==> src/rtl/h80cpu_uart_tx.sv <==
// UART transmit engine: byte FIFO feeding an 8N1 serializer on uart_txp.
// Frames are back-to-back when bytes are queued; baud timing restarts per frame.
module h80cpu_uart_tx #(
  parameter int CLK_FREQ   = 27000000,
  parameter int BAUD       = 115200,
  parameter int FIFO_DEPTH = 8,
  localparam int LW        = $clog2(FIFO_DEPTH + 1)
) (
  input  logic          clk,
  input  logic          reset,
  input  logic          wr_en,
  input  logic [7:0]    wr_data,
  input  logic          ovr_clr,
  output logic          full,
  output logic [LW-1:0] level,
  output logic          busy,
  output logic          overrun,
  output logic          uart_txp
);

  localparam int DIV = CLK_FREQ / BAUD;
  localparam int CW  = (DIV > 1) ? $clog2(DIV) : 1;
  localparam int PW  = $clog2(FIFO_DEPTH);

  typedef enum logic [1:0] {IDLE, START, DATA, STOP} state_t;

  state_t        state, state_n;
  logic [CW-1:0] cnt, cnt_n;
  logic [2:0]    idx, idx_n;
  logic [7:0]    shreg, shreg_n;
  logic          txp_n;
  logic          pop, push, fifo_ne, baud_last;
  logic          busy_n, ovr_n;
  logic [LW-1:0] level_n;
  logic [PW-1:0] wptr, rptr;
  logic [7:0]    mem [FIFO_DEPTH];

  assign fifo_ne   = (level != '0);
  assign baud_last = (cnt == CW'(DIV - 1));
  assign push      = wr_en && !full;
  assign level_n   = level + LW'(push) - LW'(pop);
  assign busy_n    = (state_n != IDLE) || (level_n != '0);
  // A dropped write beats a simultaneous clear.
  assign ovr_n     = (wr_en && full) || (overrun && !ovr_clr);

  always_comb begin
    state_n = state;
    cnt_n   = cnt;
    idx_n   = idx;
    shreg_n = shreg;
    txp_n   = uart_txp;
    pop     = 1'b0;
    case (state)
      IDLE: begin
        txp_n = 1'b1;
        if (fifo_ne) begin
          pop     = 1'b1;
          shreg_n = mem[rptr];
          txp_n   = 1'b0;
          cnt_n   = '0;
          state_n = START;
        end
      end
      START: begin
        if (baud_last) begin
          cnt_n   = '0;
          idx_n   = 3'd0;
          txp_n   = shreg[0];
          state_n = DATA;
        end else begin
          cnt_n = cnt + CW'(1);
        end
      end
      DATA: begin
        if (baud_last) begin
          cnt_n = '0;
          if (idx == 3'd7) begin
            txp_n   = 1'b1;
            state_n = STOP;
          end else begin
            idx_n = idx + 3'd1;
            txp_n = shreg[idx + 3'd1];
          end
        end else begin
          cnt_n = cnt + CW'(1);
        end
      end
      STOP: begin
        if (baud_last) begin
          cnt_n = '0;
          // Next queued byte starts immediately with no idle gap.
          if (fifo_ne) begin
            pop     = 1'b1;
            shreg_n = mem[rptr];
            txp_n   = 1'b0;
            state_n = START;
          end else begin
            txp_n   = 1'b1;
            state_n = IDLE;
          end
        end else begin
          cnt_n = cnt + CW'(1);
        end
      end
      default: state_n = IDLE;
    endcase
  end

  // Control state register
  always_ff @(posedge clk) begin
    if (reset) begin
      state    <= IDLE;
      cnt      <= '0;
      idx      <= 3'd0;
      wptr     <= '0;
      rptr     <= '0;
      level    <= '0;
      full     <= 1'b0;
      busy     <= 1'b0;
      overrun  <= 1'b0;
      uart_txp <= 1'b1;
    end else begin
      state    <= state_n;
      cnt      <= cnt_n;
      idx      <= idx_n;
      level    <= level_n;
      full     <= (level_n == LW'(FIFO_DEPTH));
      busy     <= busy_n;
      overrun  <= ovr_n;
      uart_txp <= txp_n;
      if (push) wptr <= wptr + PW'(1);
      if (pop)  rptr <= rptr + PW'(1);
    end
  end

  // Datapath storage
  always_ff @(posedge clk) begin
    shreg <= shreg_n;
    if (push && !reset) mem[wptr] <= wr_data;
  end

endmodule
==> config.mk <==
export PLATFORM = sky130hd
export DESIGN_NAME = h80cpu_uart_tx
export DESIGN_NICKNAME = d
export VERILOG_FILES = /design/src/rtl/h80cpu_uart_tx.sv
export SDC_FILE = /design/constraint.sdc
export NUM_CORES = 1
export LEC_CHECK = 0
export ABC_AREA = 1
export CELL_PAD_IN_SITES_DETAIL_PLACEMENT = 0
export CELL_PAD_IN_SITES_GLOBAL_PLACEMENT = 1
export CORE_MARGIN = 5
export CORE_UTILIZATION = 43
export DETAILED_ROUTE_END_ITERATION = 8
export GPL_TIMING_DRIVEN = 0
export PLACE_DENSITY_LB_ADDON = 0.1
export SYNTH_ARGS = -nofsm -noshare
export SYNTH_HDL_FRONTEND = slang
export SYNTH_SLANG_ARGS = --single-unit
==> constraint.sdc <==
create_clock -name clk -period 2.5 [get_ports clk]
set_input_delay 0.5 -clock clk [delete_from_list [all_inputs] [get_ports clk]]
set_output_delay 0.5 -clock clk [all_outputs]
set_load 0.02 [all_outputs]
==> results by group, run 1 <==
Outcome
  • Status: complete, but fails checks
  • Violations in the final reports: negative setup slack

Setup path
  • Biggest fanout along the worst timing path: 3
  • Slowest stage cell on the critical path: fa_1
  • Number of buffer and inverter instances along the worst setup path: 4
  • Worst setup path startpoint: cnt[1]$_SDFFE_PP0P_
  • Critical path depth: 20
  • Arrival time of the worst setup path: 2.86 ns
  • Critical Path Max Stage Delay: 0.40 ns
  • Number of cells on the worst reg-to-reg path: 20
  • Crit path required time: 2.76 ns
  • CP Cell Sequence: inv_2 > ha_4 > nand2_4 > nor2_4 > nand2_4 > nand2_8 > nand3_4 > nor2_4 > inv_2 > nand2_1 > ha_2 > inv_2 > fa_1 > xnor2_1 > nor2_1 > nand3_1 > nand2_1 > inv_1 > a21oi_2 > nand2_1
  • Setup slack of the worst register-to-register path: -0.10 ns
  • Endpoint of the most critical setup path: busy$_SDFF_PP0_
  • Origin of the critical flop-to-flop path: cnt[1]$_SDFFE_PP0P_
  • Category of the most critical setup path: register to register
  • Kind of cell adding the most delay to the critical path: simple AND/OR/NAND/NOR gates
  • Critical path capture point type: register
  • Endpoint of the worst register-to-register path: busy$_SDFF_PP0_
  • Kind of start point of the critical path: register

Cells and area
  • Net count, final: 508
  • Finished Cell Area: 5200 um^2
  • Antenna Diode Count: 0
  • Layout cells sized above 1: 14.2%
  • Finished Core Util: 50.8%
  • Layout-stage area growth over the synthesis result: 16.4%
  • Fill cell total of the finished layout: 955

Placed design
  • Count of input and output buffers: 18
  • Routability congestion estimate from global placement: 0.781
  • Placed cell areas: 4840 um^2
  • Detailed placement HPWL: 6590 um

Timing
  • Tcrit/Tclk final: 104%
  • Slew at the pin closest to its max-slew limit: 0.776 ns
  • RSZ-0062 raised after global routing: yes
  • Minimum period implied by the final worst setup slack: 2.60 ns
  • Worst Clk Skew: 0.0116 ns
  • Hold violation count in the final report: 0
  • Max Slew Vio Count: 0
  • Number of setup violations in the final report: 1
  • Maximum clock rate: 385 MHz
  • Final setup slack of the worst path: -0.100 ns
  • Worst slew slack as a fraction of its limit: 48.0%

Global routing
  • Grt peak-use layer: met2
  • Grt met1 use: 22.7%
  • Via count of the first global-routing pass: 3,052
  • Wire length of the first global-routing pass: 15,800 um
  • Met3 track demand over resource: 3.42%
  • Total grt overflow: 0
  • Maximum number of pins on one net before global-route repair: 21
  • GRT met2 Usage: 25.5%
  • Number of antenna violations at the first check in global routing: 0
  • Global router's overall resource usage: 16.3%

Worst hold path
  • Worst hold path startpoint: overrun$_SDFF_PP0_
  • Cell count of the worst hold path: 2
  • HP Class: register to register

Route
  • Number of search-and-repair iterations in the first detailed-routing pass: 4
  • DRT iter0 DRCs: 114
  • Total number of vias: 3,096
  • Number of remaining DRC errors: 0
  • Drt via density: 4.98
  • Post-Route WL: 9720 um
  • Detailed-route wire length per cell: 15.6 um
  • Antenna violation net count after detailed routing: 0

Floorplanning
  • Total Die Area: 12,500 um^2
  • Area of the core: 10,200 um^2
  • Cell Rows: 37
  • Initial standard-cell utilization of the core: 43.7%
  • Die Width: 112 um
  • Height of the die: 112 um
  • Top-Level Pins: 20

Synth
  • Synth top area share: 48.4%
  • Count of distinct cell types in the synthesized netlist: 33
  • Number of synthesized register bits: 102
  • Combinational family with the most area after synthesis: simple AND/OR/NAND/NOR gates
  • Share of synthesized cell area in full adder, half adder and majority cells: 4.37%
  • Syn_nets: 469
  • Yosys warning count: 0
  • Post-Synth XOR/XNOR Area: 0.392%
  • Post-synthesis sequential area ratio: 61.8%
  • Complex-gate fraction of the synthesized area: 8.96%
  • Simple-gate area share of the yosys netlist: 19.4%
  • Synth Cell Area: 4470 um^2
  • Cells taking the most area after synthesis: edfxtp_1, dfxtp_1, nand2_1
  • Leading area contributor after synthesis: edfxtp_1
  • Synthesized instance count: 442
  • Mux cell area share after synthesis: 0%
  • Post-synthesis area per instance: 10.1 um^2

Clock network
  • TritonCTS clock tree: done
  • Library cell used as clock root buffer: clkbuf_8
  • Clock slew at reported path FFs: 0.10 ns
  • Max Buffers Root-to-Sink: 2
  • Htree depth: 3
  • Number of buffers created by CTS: 9
  • Insertion delay of the later-clocked pin in the worst-skew pair: 0.36 ns
  • Sink Count: 102
  • Hold-fix buffers at CTS: 0

Job
  • Number of maximum-capacitance constraint violations: 0

Power
  • Areal power density over the cells: 1020 nW/um^2
  • Pwr Total: 5.32 mW
  • Peak ir drop on the vdd network: 0.000545 V
  • Leakage: 1.98 nW
-- timing repair --
item                                    CTS  global route
gates resized for setup                   7            24
buffers inserted                          2             6
endpoints found under the setup margin   18            28
pin swaps                                 2            11
-- worst min-delay path by stage --
stage | slack (ns) | to
floorplan | 0.45 | idx[2]$_SDFFE_PP0P_
finish | 0.48 | overrun$_SDFF_PP0_
global route | 0.51 | cnt[0]$_SDFFE_PP0P_
detailed placement | 0.46 | overrun$_SDFF_PP0_
global placement | 0.45 | overrun$_SDFF_PP0_
CTS | 0.48 | overrun$_SDFF_PP0_
-- worst register-to-register path, cell delays in order (launching register included) --
cell     delay (ns)
dfxtp_2        0.34
inv_2          0.08
ha_4           0.14
nand2_4        0.05
nor2_4         0.14
nand2_4        0.09
nand2_8        0.08
nand3_4        0.10
nor2_4         0.13
inv_2          0.04
nand2_1        0.05
ha_2           0.17
inv_2          0.04
fa_1           0.40
xnor2_1        0.16
nor2_1         0.11
nand3_1        0.11
nand2_1        0.09
inv_1          0.05
a21oi_2        0.09
nand2_1        0.05
-- sequential cells by signal, indices dropped and copies added, names as in the netlist, named ones only --
| name | cells |
|---|---|
| busy | 1 |
| rptr | 3 |
| wptr | 3 |
| cnt | 8 |
| uart_txp | 1 |
| full | 1 |
| level | 4 |
| state | 2 |
| overrun | 1 |
| shreg | 8 |
| mem | 64 |
| idx | 3 |
-- synth_stat cells --
| master | instances |
|---|---|
| nor2_4 | 2 |
| inv_1 | 42 |
| ha_1 | 14 |
| dfxtp_1 | 30 |
| nand2_1 | 84 |
| o21ai_0 | 27 |
| and3_1 | 2 |
| a22oi_1 | 1 |
| buf_2 | 5 |
| nor2_1 | 75 |
| nand3_4 | 1 |
| nand3b_1 | 3 |
| o22ai_1 | 2 |
| clkbuf_1 | 8 |
| fa_1 | 1 |
| a211oi_1 | 1 |
| nor4_1 | 1 |
| nand2_2 | 2 |
| and2_1 | 1 |
| o21ai_1 | 1 |
| o21bai_1 | 1 |
| edfxtp_1 | 72 |
| nand3_1 | 20 |
| xor2_1 | 1 |
| inv_2 | 1 |
| nor2_2 | 2 |
| o32ai_1 | 16 |
| nand2_8 | 1 |
| clkinv_4 | 1 |
| nor3_1 | 5 |
| xnor2_1 | 1 |
| a21oi_1 | 17 |
| nand2_4 | 1 |
-- per-stage QoR --
step / TNS (ns) / hold WS [ns] / setup slack (ns) / std cells
after global placement: -30.96 / 0.451 / -0.858 / 596
after global routing: -0.414 / 0.506 / -0.334 / 622
after detailed placement: -19.34 / 0.458 / -0.620 / 598
after floorplan: 0 / 0.448 / 0.0142 / 442
final: -0.100 / 0.475 / -0.100 / 622
after CTS: -0.212 / 0.478 / -0.197 / 616
-- cells by family after synthesis --
family / after synthesis
adder cells (fa/ha/maj): 15
AO/OA/AOI/OAI: 66
buffers and inverters: 57
XOR/XNOR: 2
flip-flops: 102
AND/OR/NAND/NOR: 200
-- cell usage in the layout, fill, tap and decap left out, types with 7 or more instances in the layout --
master           instances
a21oi_1                 16
buf_4                    9
clkbuf_1                 8
clkbuf_8                 9
clkdlybuf4s50_1         18
dfxtp_1                 25
edfxtp_1                72
ha_1                    11
inv_1                   34
inv_2                    7
nand2_1                 82
nand3_1                 20
nor2_1                  71
o21ai_0                 27
o32ai_1                 16
-- layer usage --
layer  up-vias  routed length [um]
li1       1580                   -
met1      1447                4660
met2        59                4530
met3        10                 425
met4         0                 102
met5         -                   0
-- final cells by class --
class	count	area, um^2	share of cell area, %
buffer	13	55.1	1.06
clock buffer	9	124	2.38
clock inverter	7	95.1	1.83
inverter	44	175	3.37
multi-input combinational	283	1550	29.7
sequential	102	2780	53.4
tap	136	170	3.27
timing repair buffer	28	259	4.98
-- report_power, final --
group          switching (mW)  total [mW]  internal, mW
clock                   0.614        1.11         0.495
combinational            1.25        1.98         0.733
sequential              0.134        2.22          2.09
total                    2.00        5.32          3.32
(Power assumes the default switching activity.)
==> run 2, diff against run 1 <==
ABC_AREA = not set   (was 1)
CORE_UTILIZATION = 46   (was 43)
SLEW_MARGIN = 10   (was not set)
==> run 2 against run 1 <==
Compared with the run above: combinational power about the same; the run still ends with negative setup slack left; highest routed layer unchanged; critical path depth fell by 7; sequential share of layout area grew 0.38 points; critical endpoint unchanged; critical path type unchanged; largest cell class unchanged; utilization up 4.7 points; via count shrank 19%; register-to-register slack worse by 0.02 ns.
==> results by group, run 2 <==
Outcome
  • Status: complete, but fails checks
  • Violations in the final reports: negative setup slack

Cells and area
  • Top flop regs: mem x64, cnt x8, shreg x8
  • Fill cell total of the finished layout: 793
  • Net count, final: 370
  • Leading cell type in the layout, fill and taps excluded: edfxtp_1
  • Multi-input gate area: 1610 um^2
  • Layout-stage area growth over the synthesis result: 17.0%
  • Area of all sequential standard cells: 2770 um^2
  • Largest register FFs: 64
  • Largest Register: mem
  • Layout cells sized above 1: 27.0%
  • Antenna Diode Count: 0
  • Leading cell types in the layout, fill and taps excluded: edfxtp_1, dfxtp_1, nor2_1

Floorplanning
  • Height of the die: 108 um
  • Cell Rows: 35
  • Total Die Area: 11,600 um^2
  • Area of the core: 9280 um^2
  • Die Width: 108 um
  • Top-Level Pins: 20
  • Initial standard-cell utilization of the core: 47.4%

Global routing
  • Maximum number of pins on one net before global-route repair: 22
  • Via count of the first global-routing pass: 2,482
  • Total grt overflow: 0
  • Wire length of the first global-routing pass: 13,200 um
  • Global router's overall resource usage: 15.1%
  • Number of antenna violations at the first check in global routing: 0

Placed design
  • Detailed placement HPWL: 5450 um
  • Routability congestion estimate from global placement: 0.766
  • Count of input and output buffers: 18

Route
  • Number of search-and-repair iterations in the first detailed-routing pass: 4
  • DRT iter0 DRCs: 102
  • Drt via density: 5.29
  • Antenna violation net count after detailed routing: 0
  • Met2 routed wirelength: 3890 um
  • Detailed-routing wirelength on met1: 4000 um
  • Detailed-route wire length per cell: 17.2 um
  • Top routing layer used: met4
  • Number of remaining DRC errors: 0
  • Post-Route WL: 8180 um
  • Total number of vias: 2,522
  • Amount of wire on met3 after detailed routing: 255 um

Clock network
  • TritonCTS clock tree: done
  • Max Buffers Root-to-Sink: 2
  • Clock slew at reported path FFs: 0.11 ns
  • Number of buffers created by CTS: 9
  • Hold-fix buffers at CTS: 0
  • Htree depth: 3
  • Sink Count: 102
  • Library cell used as clock root buffer: clkbuf_8
  • Insertion delay of the later-clocked pin in the worst-skew pair: 0.37 ns

Synth
  • Post-synthesis area per instance: 14.6 um^2
  • Synth Cell Area: 4400 um^2
  • Leading area contributor after synthesis: edfxtp_1
  • Main flop type after synthesis: edfxtp_1
  • Cells taking the most area after synthesis: edfxtp_1, dfxtp_1, mux4_2
  • Number of synthesized register bits: 102
  • Synth top area share: 49.1%
  • Count of distinct cell types in the synthesized netlist: 52
  • Leading post-synthesis cells by instance count: edfxtp_1, dfxtp_1, nor2_1, mux4_2, nand2_1
  • Fraction of synthesis flops using an asynchronous set or reset pin: 0%
  • Synthesized instance count: 301
  • Count of flip-flops with a built-in enable after synthesis: 72
  • Post-synthesis sequential area ratio: 62.7%
  • Cell with the most instances after synthesis: edfxtp_1
  • Syn_nets: 328
  • Yosys warning count: 0

Setup path
  • Critical Path Max Stage Delay: 0.53 ns
  • Crit path required time: 2.73 ns
  • Worst setup path startpoint: cnt[1]$_SDFFE_PP0P_
  • Origin of the critical flop-to-flop path: cnt[1]$_SDFFE_PP0P_
  • Biggest fanout along the worst timing path: 2
  • Kind of start point of the critical path: register
  • Number of cells on the worst reg-to-reg path: 13
  • CP Cell Sequence: inv_2 > ha_4 > and4_1 > buf_6 > a31oi_4 > nor3_4 > xnor2_1 > ha_2 > inv_2 > fa_2 > nand3b_1 > o31ai_2 > o211ai_1
  • Arrival time of the worst setup path: 2.85 ns
  • Endpoint of the most critical setup path: busy$_SDFF_PP0_
  • Category of the most critical setup path: register to register
  • Crit path top cell by count: inv_2
  • Slowest stage cell on the critical path: fa_2
  • Critical path capture point type: register
  • Setup slack of the worst register-to-register path: -0.12 ns
  • Endpoint of the worst register-to-register path: busy$_SDFF_PP0_

Timing
  • Number of setup violations in the final report: 2
  • Max Slew Vio Count: 0
  • RSZ-0062 raised after global routing: yes
  • Worst Clk Skew: 0.0185 ns
  • Worst slew slack as a fraction of its limit: 38.7%
  • Minimum period implied by the final worst setup slack: 2.62 ns
  • Final setup slack of the worst path: -0.116 ns
  • Maximum clock rate: 382 MHz
  • Hold violation count in the final report: 0
  • Min Hold Slack: 0.474 ns
  • Slew at the pin closest to its max-slew limit: 0.916 ns
  • Tcrit/Tclk final: 105%

Job
  • Number of maximum-capacitance constraint violations: 0

Power
  • Areal power density over the cells: 1020 nW/um^2
  • Leakage: 1.73 nW
  • Pwr Total: 5.26 mW
  • Peak ir drop on the vdd network: 0.000585 V

Worst hold path
  • HP Class: register to register
-- run 2: worst max-delay path: cells and delay by family (launching register included) --
| family | cells | cell delay, ns |
|---|---|---|
| adder cells (fa/ha/maj) | 3 | 0.89 |
| AO/OA/AOI/OAI | 3 | 0.53 |
| XOR/XNOR | 1 | 0.17 |
| flip-flops | 1 | 0.35 |
| buffers and inverters | 3 | 0.21 |
| AND/OR/NAND/NOR | 3 | 0.35 |
-- run 2: layer usage --
layer	vias to the layer above	track usage (%)
met2	36	23.4
met3	2	3.54
li1	1228	-
met1	1256	21.7
met4	0	3.52
met5	-	0
-- run 2: layout make-up --
class / instances / area share, %
plain buffers: 14 / 1.31
clock buffers: 9 / 2.40
clock inverters: 7 / 1.75
inverters: 13 / 0.947
multi-input cells: 172 / 31.3
flip-flops and latches: 102 / 53.8
well taps: 129 / 3.13
repair buffers: 31 / 5.39
-- run 2: cells by family after synthesis --
kind of cell / synth area share, %
DFF: 62.7
adders and majority gates: 4.43
xor gates and xnor gates: 0.796
muxes: 13.2
AOI/OAI and AO/OA: 6.56
buffers and inverters: 2.44
and+or+nand+nor: 9.83
-- run 2: what timing repair did --
item                       CTS  global route
setup endpoints to repair   12            11
pin swaps                    7             2
setup buffers               11             2
gates resized for setup      5             7
-- run 2: worst min path at each step --
stage / start / end / slack, ns / depth (start not counted)
final: idx[1]$_SDFFE_PP0P_ / idx[1]$_SDFFE_PP0P_ / 0.47 / 2
after global routing: idx[2]$_SDFFE_PP0P_ / idx[2]$_SDFFE_PP0P_ / 0.48 / 2
after CTS: idx[2]$_SDFFE_PP0P_ / idx[2]$_SDFFE_PP0P_ / 0.47 / 2
after detailed placement: idx[2]$_SDFFE_PP0P_ / idx[2]$_SDFFE_PP0P_ / 0.46 / 2
after global placement: idx[2]$_SDFFE_PP0P_ / idx[2]$_SDFFE_PP0P_ / 0.45 / 2
after floorplan: idx[1]$_SDFFE_PP0P_ / idx[1]$_SDFFE_PP0P_ / 0.44 / 2
-- run 2: per-stage QoR --
step	TNS, ns	cells	util (%)	worst slack [ns]	area, um^2
2_1_floorplan	-0.128	301	-	-0.128	4440
3_3_place_gp	-16.97	448	51.5	-0.648	4780
3_5_place_dp	-14.85	448	51.6	-0.492	4790
4_1_cts	-0.196	475	55.0	-0.196	5100
5_1_grt	-0.391	477	55.5	-0.280	5150
6_report	-0.118	477	55.5	-0.116	5150
-- run 2: report_power, final --
| part | internal, mW | switching [mW] | total, mW |
|---|---|---|---|
| logic | 0.949 | 1.04 | 1.99 |
| clock network | 0.406 | 0.645 | 1.05 |
| registers | 2.09 | 0.129 | 2.22 |
